## config.mk

```make
export PLATFORM = sky130hd
export DESIGN_NAME = output_collector
export DESIGN_NICKNAME = d
export VERILOG_FILES = /design/src/rtl/output_pkg.sv /design/src/rtl/output_collector_word_bank.sv /design/src/rtl/output_collector.sv
export SDC_FILE = /design/constraint.sdc
export NUM_CORES = 1
export LEC_CHECK = 0
export CAP_MARGIN = 20
export CORE_MARGIN = 2
export CORE_UTILIZATION = 35
export DETAILED_ROUTE_END_ITERATION = 12
export PLACE_DENSITY_LB_ADDON = 0.3
export SETUP_SLACK_MARGIN = 0.1
export SYNTH_ARGS = -nofsm -noshare
export SYNTH_HDL_FRONTEND = slang
export SYNTH_SLANG_ARGS = --single-unit
```

## constraint.sdc

```tcl
create_clock -name Clock -period 4.1 [get_ports Clock]
set_clock_uncertainty 0.2 [all_clocks]
set_input_delay 0.82 -clock Clock [delete_from_list [all_inputs] [get_ports Clock]]
set_output_delay 0.82 -clock Clock [all_outputs]
set_load 0.05 [all_outputs]
```

## src/rtl/output_pkg.sv

```systemverilog
// Shared types and helpers for the output collector: FSM states, default sizes, popcount.
package output_pkg;

    typedef enum logic [0:0] {
        ST_FILL = 1'b0,
        ST_FULL = 1'b1
    } coll_state_e;

    localparam int DATA_W_DEF    = 32;
    localparam int NUM_WORDS_DEF = 4;
    localparam int POP_MAX_W     = 64;

    // Counts set bits of a bitmap zero-extended to POP_MAX_W bits
    function automatic logic [6:0] popcount(input logic [POP_MAX_W-1:0] v);
        logic [6:0] c;
        c = 7'd0;
        for (int i = 0; i < POP_MAX_W; i++) begin
            c = c + {6'd0, v[i]};
        end
        return c;
    endfunction

endpackage

```

## src/rtl/output_collector_word_bank.sv

```systemverilog
// NUM_WORDS x DATA_W register bank with a single indexed write port and a packed read bus.
module word_bank
    import output_pkg::*;
#(
    parameter int DATA_W    = DATA_W_DEF,
    parameter int NUM_WORDS = NUM_WORDS_DEF,
    parameter int ADDR_W    = $clog2(NUM_WORDS)
) (
    input  logic                          clk_i,
    input  logic                          rst_n_i,
    input  logic                          we_i,
    input  logic [ADDR_W-1:0]             idx_i,
    input  logic [DATA_W-1:0]             data_i,
    output logic [DATA_W*NUM_WORDS-1:0]   bank_o
);

    for (genvar i = 0; i < NUM_WORDS; i++) begin : g_word
        logic [DATA_W-1:0] word_q;

        // Word storage: cleared only by reset, otherwise loaded when selected
        always_ff @(posedge clk_i) begin
            if (!rst_n_i) begin
                word_q <= '0;
            end else if (we_i && (idx_i == ADDR_W'(i))) begin
                word_q <= data_i;
            end
        end

        // Word 0 occupies the most significant slot of the packed bus
        assign bank_o[(NUM_WORDS-1-i)*DATA_W +: DATA_W] = word_q;
    end

endmodule

```

## src/rtl/output_collector.sv

```systemverilog
// Collects NUM_WORDS result words and hands the packed frame out under valid/ready.
// Optional sticky write-error flag enabled by defining OUTPUT_COLLECTOR_ERR_EN.
module output_collector
    import output_pkg::*;
#(
    parameter int DATA_W    = DATA_W_DEF,
    parameter int NUM_WORDS = NUM_WORDS_DEF
) (
    input  logic                              Clock,
    input  logic                              Res,
    input  logic                              clear,
    input  logic                              wr_en,
    input  logic                              wr_seq,
    input  logic [$clog2(NUM_WORDS)-1:0]      wr_addr,
    input  logic [DATA_W-1:0]                 in_data,
    output logic                              wr_ready,
    output logic [$clog2(NUM_WORDS):0]        fill_cnt,
    output logic                              out_valid,
    input  logic                              out_ready,
`ifdef OUTPUT_COLLECTOR_ERR_EN
    output logic                              wr_err,
`endif
    output logic [DATA_W*NUM_WORDS-1:0]       out_data
);

    localparam int ADDR_W = $clog2(NUM_WORDS);

    coll_state_e             state_q, state_d;
    logic [ADDR_W-1:0]       ptr_q, ptr_d;
    logic [NUM_WORDS-1:0]    filled_q, filled_d;
    logic [ADDR_W-1:0]       idx_s;
    logic                    idx_ok_s;
    logic                    wr_acc_s;
    logic [NUM_WORDS-1:0]    onehot_s;
    logic [POP_MAX_W-1:0]    filled_ext_s;
    logic [6:0]              pop_s;

    // Write index selection, range check and acceptance qualification
    always_comb begin
        idx_s    = wr_seq ? ptr_q : wr_addr;
        idx_ok_s = ({1'b0, idx_s} < (ADDR_W+1)'(NUM_WORDS));
        wr_acc_s = (state_q == ST_FILL) && wr_en && idx_ok_s && !clear;
        onehot_s = '0;
        for (int i = 0; i < NUM_WORDS; i++) begin
            onehot_s[i] = (idx_s == ADDR_W'(i));
        end
    end

    // Next-state logic; clear overrides both handshake and writes
    always_comb begin
        state_d  = state_q;
        ptr_d    = ptr_q;
        filled_d = filled_q;
        if (clear) begin
            state_d  = ST_FILL;
            ptr_d    = '0;
            filled_d = '0;
        end else begin
            case (state_q)
                ST_FILL: begin
                    if (wr_acc_s) begin
                        filled_d = filled_q | onehot_s;
                        if (wr_seq) begin
                            ptr_d = (ptr_q == ADDR_W'(NUM_WORDS-1)) ? '0 : ptr_q + 1'b1;
                        end else begin
                            ptr_d = ptr_q;
                        end
                        if (&filled_d) begin
                            state_d = ST_FULL;
                        end else begin
                            state_d = ST_FILL;
                        end
                    end else begin
                        state_d = ST_FILL;
                    end
                end
                ST_FULL: begin
                    if (out_ready) begin
                        state_d  = ST_FILL;
                        ptr_d    = '0;
                        filled_d = '0;
                    end else begin
                        state_d = ST_FULL;
                    end
                end
                default: begin
                    state_d  = ST_FILL;
                    ptr_d    = '0;
                    filled_d = '0;
                end
            endcase
        end
    end

    // Control state registers
    always_ff @(posedge Clock) begin
        if (!Res) begin
            state_q  <= ST_FILL;
            ptr_q    <= '0;
            filled_q <= '0;
        end else begin
            state_q  <= state_d;
            ptr_q    <= ptr_d;
            filled_q <= filled_d;
        end
    end

`ifdef OUTPUT_COLLECTOR_ERR_EN
    logic err_q, err_d;

    // Sticky error: dropped writes or overwrites of an already-filled word
    always_comb begin
        err_d = err_q;
        if (clear) begin
            err_d = 1'b0;
        end else if (wr_en && ((state_q == ST_FULL) || !idx_ok_s)) begin
            err_d = 1'b1;
        end else if (wr_acc_s && ((filled_q & onehot_s) != '0)) begin
            err_d = 1'b1;
        end else begin
            err_d = err_q;
        end
    end

    // Error flag register
    always_ff @(posedge Clock) begin
        if (!Res) begin
            err_q <= 1'b0;
        end else begin
            err_q <= err_d;
        end
    end

    assign wr_err = err_q;
`endif

    word_bank #(
        .DATA_W    (DATA_W),
        .NUM_WORDS (NUM_WORDS),
        .ADDR_W    (ADDR_W)
    ) u_bank (
        .clk_i   (Clock),
        .rst_n_i (Res),
        .we_i    (wr_acc_s),
        .idx_i   (idx_s),
        .data_i  (in_data),
        .bank_o  (out_data)
    );

    // Status decode from registered state and fill bitmap
    always_comb begin
        filled_ext_s                = '0;
        filled_ext_s[NUM_WORDS-1:0] = filled_q;
        pop_s                       = popcount(filled_ext_s);
        fill_cnt                    = pop_s[ADDR_W:0];
        out_valid                   = (state_q == ST_FULL);
        wr_ready                    = (state_q == ST_FILL);
    end

endmodule

```

==> metrics.json <==
{
  "grt_overflow": {"value": 0},
  "instances_no_fill": {"value": 971},
  "final-hold-violation-count": {"value": 0},
  "outcome": {"value": "completed"},
  "first_pass_iteration_count_of_the_detailed_router": {"value": 4},
  "design.portCount": {"value": 173},
  "route.detailed.wl_per_inst": {"value": 15.4, "unit": "um"},
  "postCtsResizedCells": {"value": 0},
  "critical_path_class": {"value": "reg2out"},
  "power.static_leakage": {"value": 2.67, "unit": "nW"},
  "tritoncts.num_buffers": {"value": 17},
  "cts-hold-fix-buffers": {"value": 0},
  "first_global_vias": {"value": 4562},
  "rows": {"value": 45},
  "clock_sinks": {"value": 135},
  "hold_path.class": {"value": "reg2reg"},
  "setup_crit_end_kind": {"value": "output pin"},
  "max_slew.worst_pin.slew": {"value": 0.842, "unit": "ns"},
  "layout_common_cells": {"value": "sky130_fd_sc_hd__nand2_1, sky130_fd_sc_hd__clkdlybuf4s50_1, sky130_fd_sc_hd__dfxtp_1"},
  "crit_path_cell_trace": {"value": "inv_1 > fa_1 > inv_1 > ha_1 > ha_1 > clkdlybuf4s50_1"},
  "crit_path_max_fanout": {"value": 4},
  "place.detailed.instances": {"value": 939},
  "track_usage": {"value": 18.5, "unit": "%"},
  "root_buffer": {"value": "sky130_fd_sc_hd__clkbuf_16"},
  "cp.required": {"value": 3.08, "unit": "ns"},
  "io_port_bufs": {"value": 172},
  "first_iter_violations": {"value": 218},
  "grt_use_met1": {"value": 22.3, "unit": "%"},
  "ys.warnings.count": {"value": 0},
  "layout_commonest_cell": {"value": "sky130_fd_sc_hd__nand2_1"},
  "pre_cts_slack": {"value": 0.779, "unit": "ns"},
  "n_antenna_cell": {"value": 0},
  "post-route-period-util": {"value": 89.4, "unit": "%"},
  "cpPeakStageDelay": {"value": 0.79, "unit": "ns"},
  "power-per-cell-area": {"value": 415, "unit": "mW/mm2"},
  "cts_tree": {"value": "done"},
  "insertion_delay": {"value": 0.41, "unit": "ns"},
  "synth.top_cells.by_area": {"value": "sky130_fd_sc_hd__dfxtp_1, sky130_fd_sc_hd__nand2_1, sky130_fd_sc_hd__a21boi_1"},
  "rsz0062_at_grt": {"value": "no"},
  "hold-path-cell-count": {"value": 2},
  "clk_pin_slew_worst_paths": {"value": 0.06, "unit": "ns"},
  "cp_data_arrival_time": {"value": 2.65, "unit": "ns"},
  "post-cts-setup-buffers": {"value": 0},
  "design.core.area": {"value": 0.0151, "unit": "mm2"},
  "die-height": {"value": 128, "unit": "um"},
  "post_route_cells_drive_above_1_share": {"value": 11.0, "unit": "%"},
  "timing.fmax": {"value": 0.273, "unit": "GHz"},
  "detailedPlacementHpwl": {"value": 10.5, "unit": "mm"},
  "slew_violations": {"value": 0},
  "remaining_drc_errors": {"value": 0},
  "vdd_ir_drop_max": {"value": 0.267, "unit": "mV"},
  "route.final.wire_length": {"value": 15.0, "unit": "mm"},
  "nets": {"value": 813},
  "reg2reg_depth": {"value": 5},
  "die_w": {"value": 128, "unit": "um"},
  "synth_seq_cells": {"value": 135},
  "synthToLayoutAreaGrowth": {"value": 44.9, "unit": "%"},
  "route.antenna.remaining_nets": {"value": 0},
  "vias": {"value": 4728},
  "design_power_total": {"value": 3.24, "unit": "mW"},
  "initial_antenna_violation_count": {"value": 0},
  "synth_fp_nets": {"value": 648},
  "yosysSeqAreaShare": {"value": 50.2, "unit": "%"},
  "effective_utilization_at_floorplan": {"value": 35.6, "unit": "%"},
  "count_of_max_cap_constraint_violations": {"value": 0},
  "detail_route.vias_per_cell": {"value": 4.87},
  "synthDistinctLibCells": {"value": 31},
  "setup_ws": {"value": 0.434, "unit": "ns"},
  "placedInstanceArea": {"value": 0.00720, "unit": "mm2"},
  "busiest_layer": {"value": "met2"},
  "clockBufferDepth": {"value": 2},
  "clock_tree.htree_level_count": {"value": 4},
  "synth_largest_type_area_fraction": {"value": 50.2, "unit": "%"},
  "global_route_wire_length_before_repair": {"value": 23.5, "unit": "mm"},
  "grt.met2_usage": {"value": 30.0, "unit": "%"},
  "place_congestion": {"value": 0.772},
  "cpMaxStageDelayCell": {"value": "sky130_fd_sc_hd__clkdlybuf4s50_1"},
  "post_synth.cell_area_avg": {"value": 8.90, "unit": "um2"},
  "die_area": {"value": 0.0164, "unit": "mm2"},
  "global_route.usage.met3": {"value": 6.64, "unit": "%"},
  "totalNegativeSetupSlack": {"value": 0, "unit": "ns"},
  "fin_area": {"value": 0.00780, "unit": "mm2"},
  "netlist_area": {"value": 0.00539, "unit": "mm2"},
  "slew_headroom": {"value": 43.9, "unit": "%"},
  "pin_count_of_the_biggest_net_entering_global_routing": {"value": 70},
  "yosys.area.top_type": {"value": "sky130_fd_sc_hd__dfxtp_1"},
  "final_setup_vio_count": {"value": 0},
  "period_minus_slack": {"value": 3.67, "unit": "ns"},
  "post_synth_inst_count": {"value": 605},
  "fillerInstances": {"value": 1405},
  "cp-start-kind": {"value": "flip-flop"}
}
power by group:
part           switching, mW  internal, mW  total (mW)
Clock                  0.568         0.987        1.55
Combinational          0.200         0.126       0.327
Sequential            0.0153          1.34        1.36
path summary, 6_finish.rpt:
path	from	to	slack [ns]
setup reg to reg	out_valid	u_bank.g_word[3].word_q[12]	1.74
setup / recovery	filled_q[1]	fill_cnt[1]	0.43
hold reg to reg	u_bank.g_word[3].word_q[20]	u_bank.g_word[3].word_q[20]	0.25
hold / removal	u_bank.g_word[3].word_q[20]	u_bank.g_word[3].word_q[20]	0.25
stage by stage:
stage | utilization [%] | hold WS, ns
floorplan | - | 0.250
global placement | 47.5 | 0.239
detailed placement | 47.5 | 0.244
CTS | 51.5 | 0.252
global route | 51.5 | 0.265
finish | 51.5 | 0.251
cell usage after synthesis:
cell                       instances
sky130_fd_sc_hd__fa_1              1
sky130_fd_sc_hd__a21boi_0         12
sky130_fd_sc_hd__nor3_4            4
sky130_fd_sc_hd__nand3b_1          1
sky130_fd_sc_hd__nor3b_2           1
sky130_fd_sc_hd__a21oi_1           5
sky130_fd_sc_hd__clkbuf_8          1
sky130_fd_sc_hd__buf_6            12
sky130_fd_sc_hd__or3b_4            1
sky130_fd_sc_hd__buf_2             8
sky130_fd_sc_hd__o21a_1            1
sky130_fd_sc_hd__o21ai_0           1
sky130_fd_sc_hd__nand2b_1          1
sky130_fd_sc_hd__nand3_1           3
sky130_fd_sc_hd__nor2_1            1
sky130_fd_sc_hd__o32ai_1           1
sky130_fd_sc_hd__mux2i_4           2
sky130_fd_sc_hd__a21boi_2         29
sky130_fd_sc_hd__nand4_1           2
sky130_fd_sc_hd__mux2_4            1
sky130_fd_sc_hd__ha_1              2
sky130_fd_sc_hd__o211a_1           1
sky130_fd_sc_hd__a21o_1            1
sky130_fd_sc_hd__nand4b_1          1
sky130_fd_sc_hd__nand3_2           1
sky130_fd_sc_hd__a21boi_1         90
sky130_fd_sc_hd__mux2_2            1
sky130_fd_sc_hd__clkbuf_1         18
sky130_fd_sc_hd__nand2_1         261
sky130_fd_sc_hd__inv_1             6
sky130_fd_sc_hd__dfxtp_1         135
sequential cells by signal (all words and copies together) (netlist names):
register              count
out_valid                 1
filled_q                  4
u_bank.g_word.word_q    128
ptr_q                     2
per-layer routing:
| layer | share of wire [%] | vias to the layer above |
|---|---|---|
| met5 | 0 | - |
| met4 | 1.9 | 0 |
| met3 | 8.0 | 23 |
| met2 | 47 | 156 |
| met1 | 44 | 2250 |
| li1 | - | 2299 |
worst max-delay path, delay by kind of cell (launching register included):
kind | cells | cell delay, ns
adders and majority gates | 3 | 0.95
buffers and inverters | 3 | 0.92
DFF | 1 | 0.37
cell families (layout without fill, tap and decap cells):
kind of cell / Yosys count / in the layout / share of synthesized area [%]
AOI/OAI and AO/OA: 141 / 141 / 21.5
adders and majority gates: 3 / 3 / 0.836
buffers and inverters: 45 / 223 / 5.18
DFF: 135 / 135 / 50.2
muxes: 4 / 4 / 1.32
and+or+nand+nor: 277 / 277 / 21.0
final cells by class:
| cell class | count | area (um2) | area share, % |
|---|---|---|---|
| Clock buffer | 20 | 457 | 5.85 |
| Tap cell | 188 | 235 | 3.01 |
| Sequential cell | 135 | 2700 | 34.6 |
| Timing Repair Buffer | 185 | 1830 | 23.4 |
| Multi-Input combinational cell | 425 | 2410 | 30.9 |
| Inverter | 6 | 22.5 | 0.289 |
| Clock inverter | 12 | 150 | 1.92 |
No activity file was read; power rests on OpenSTA's default activity.
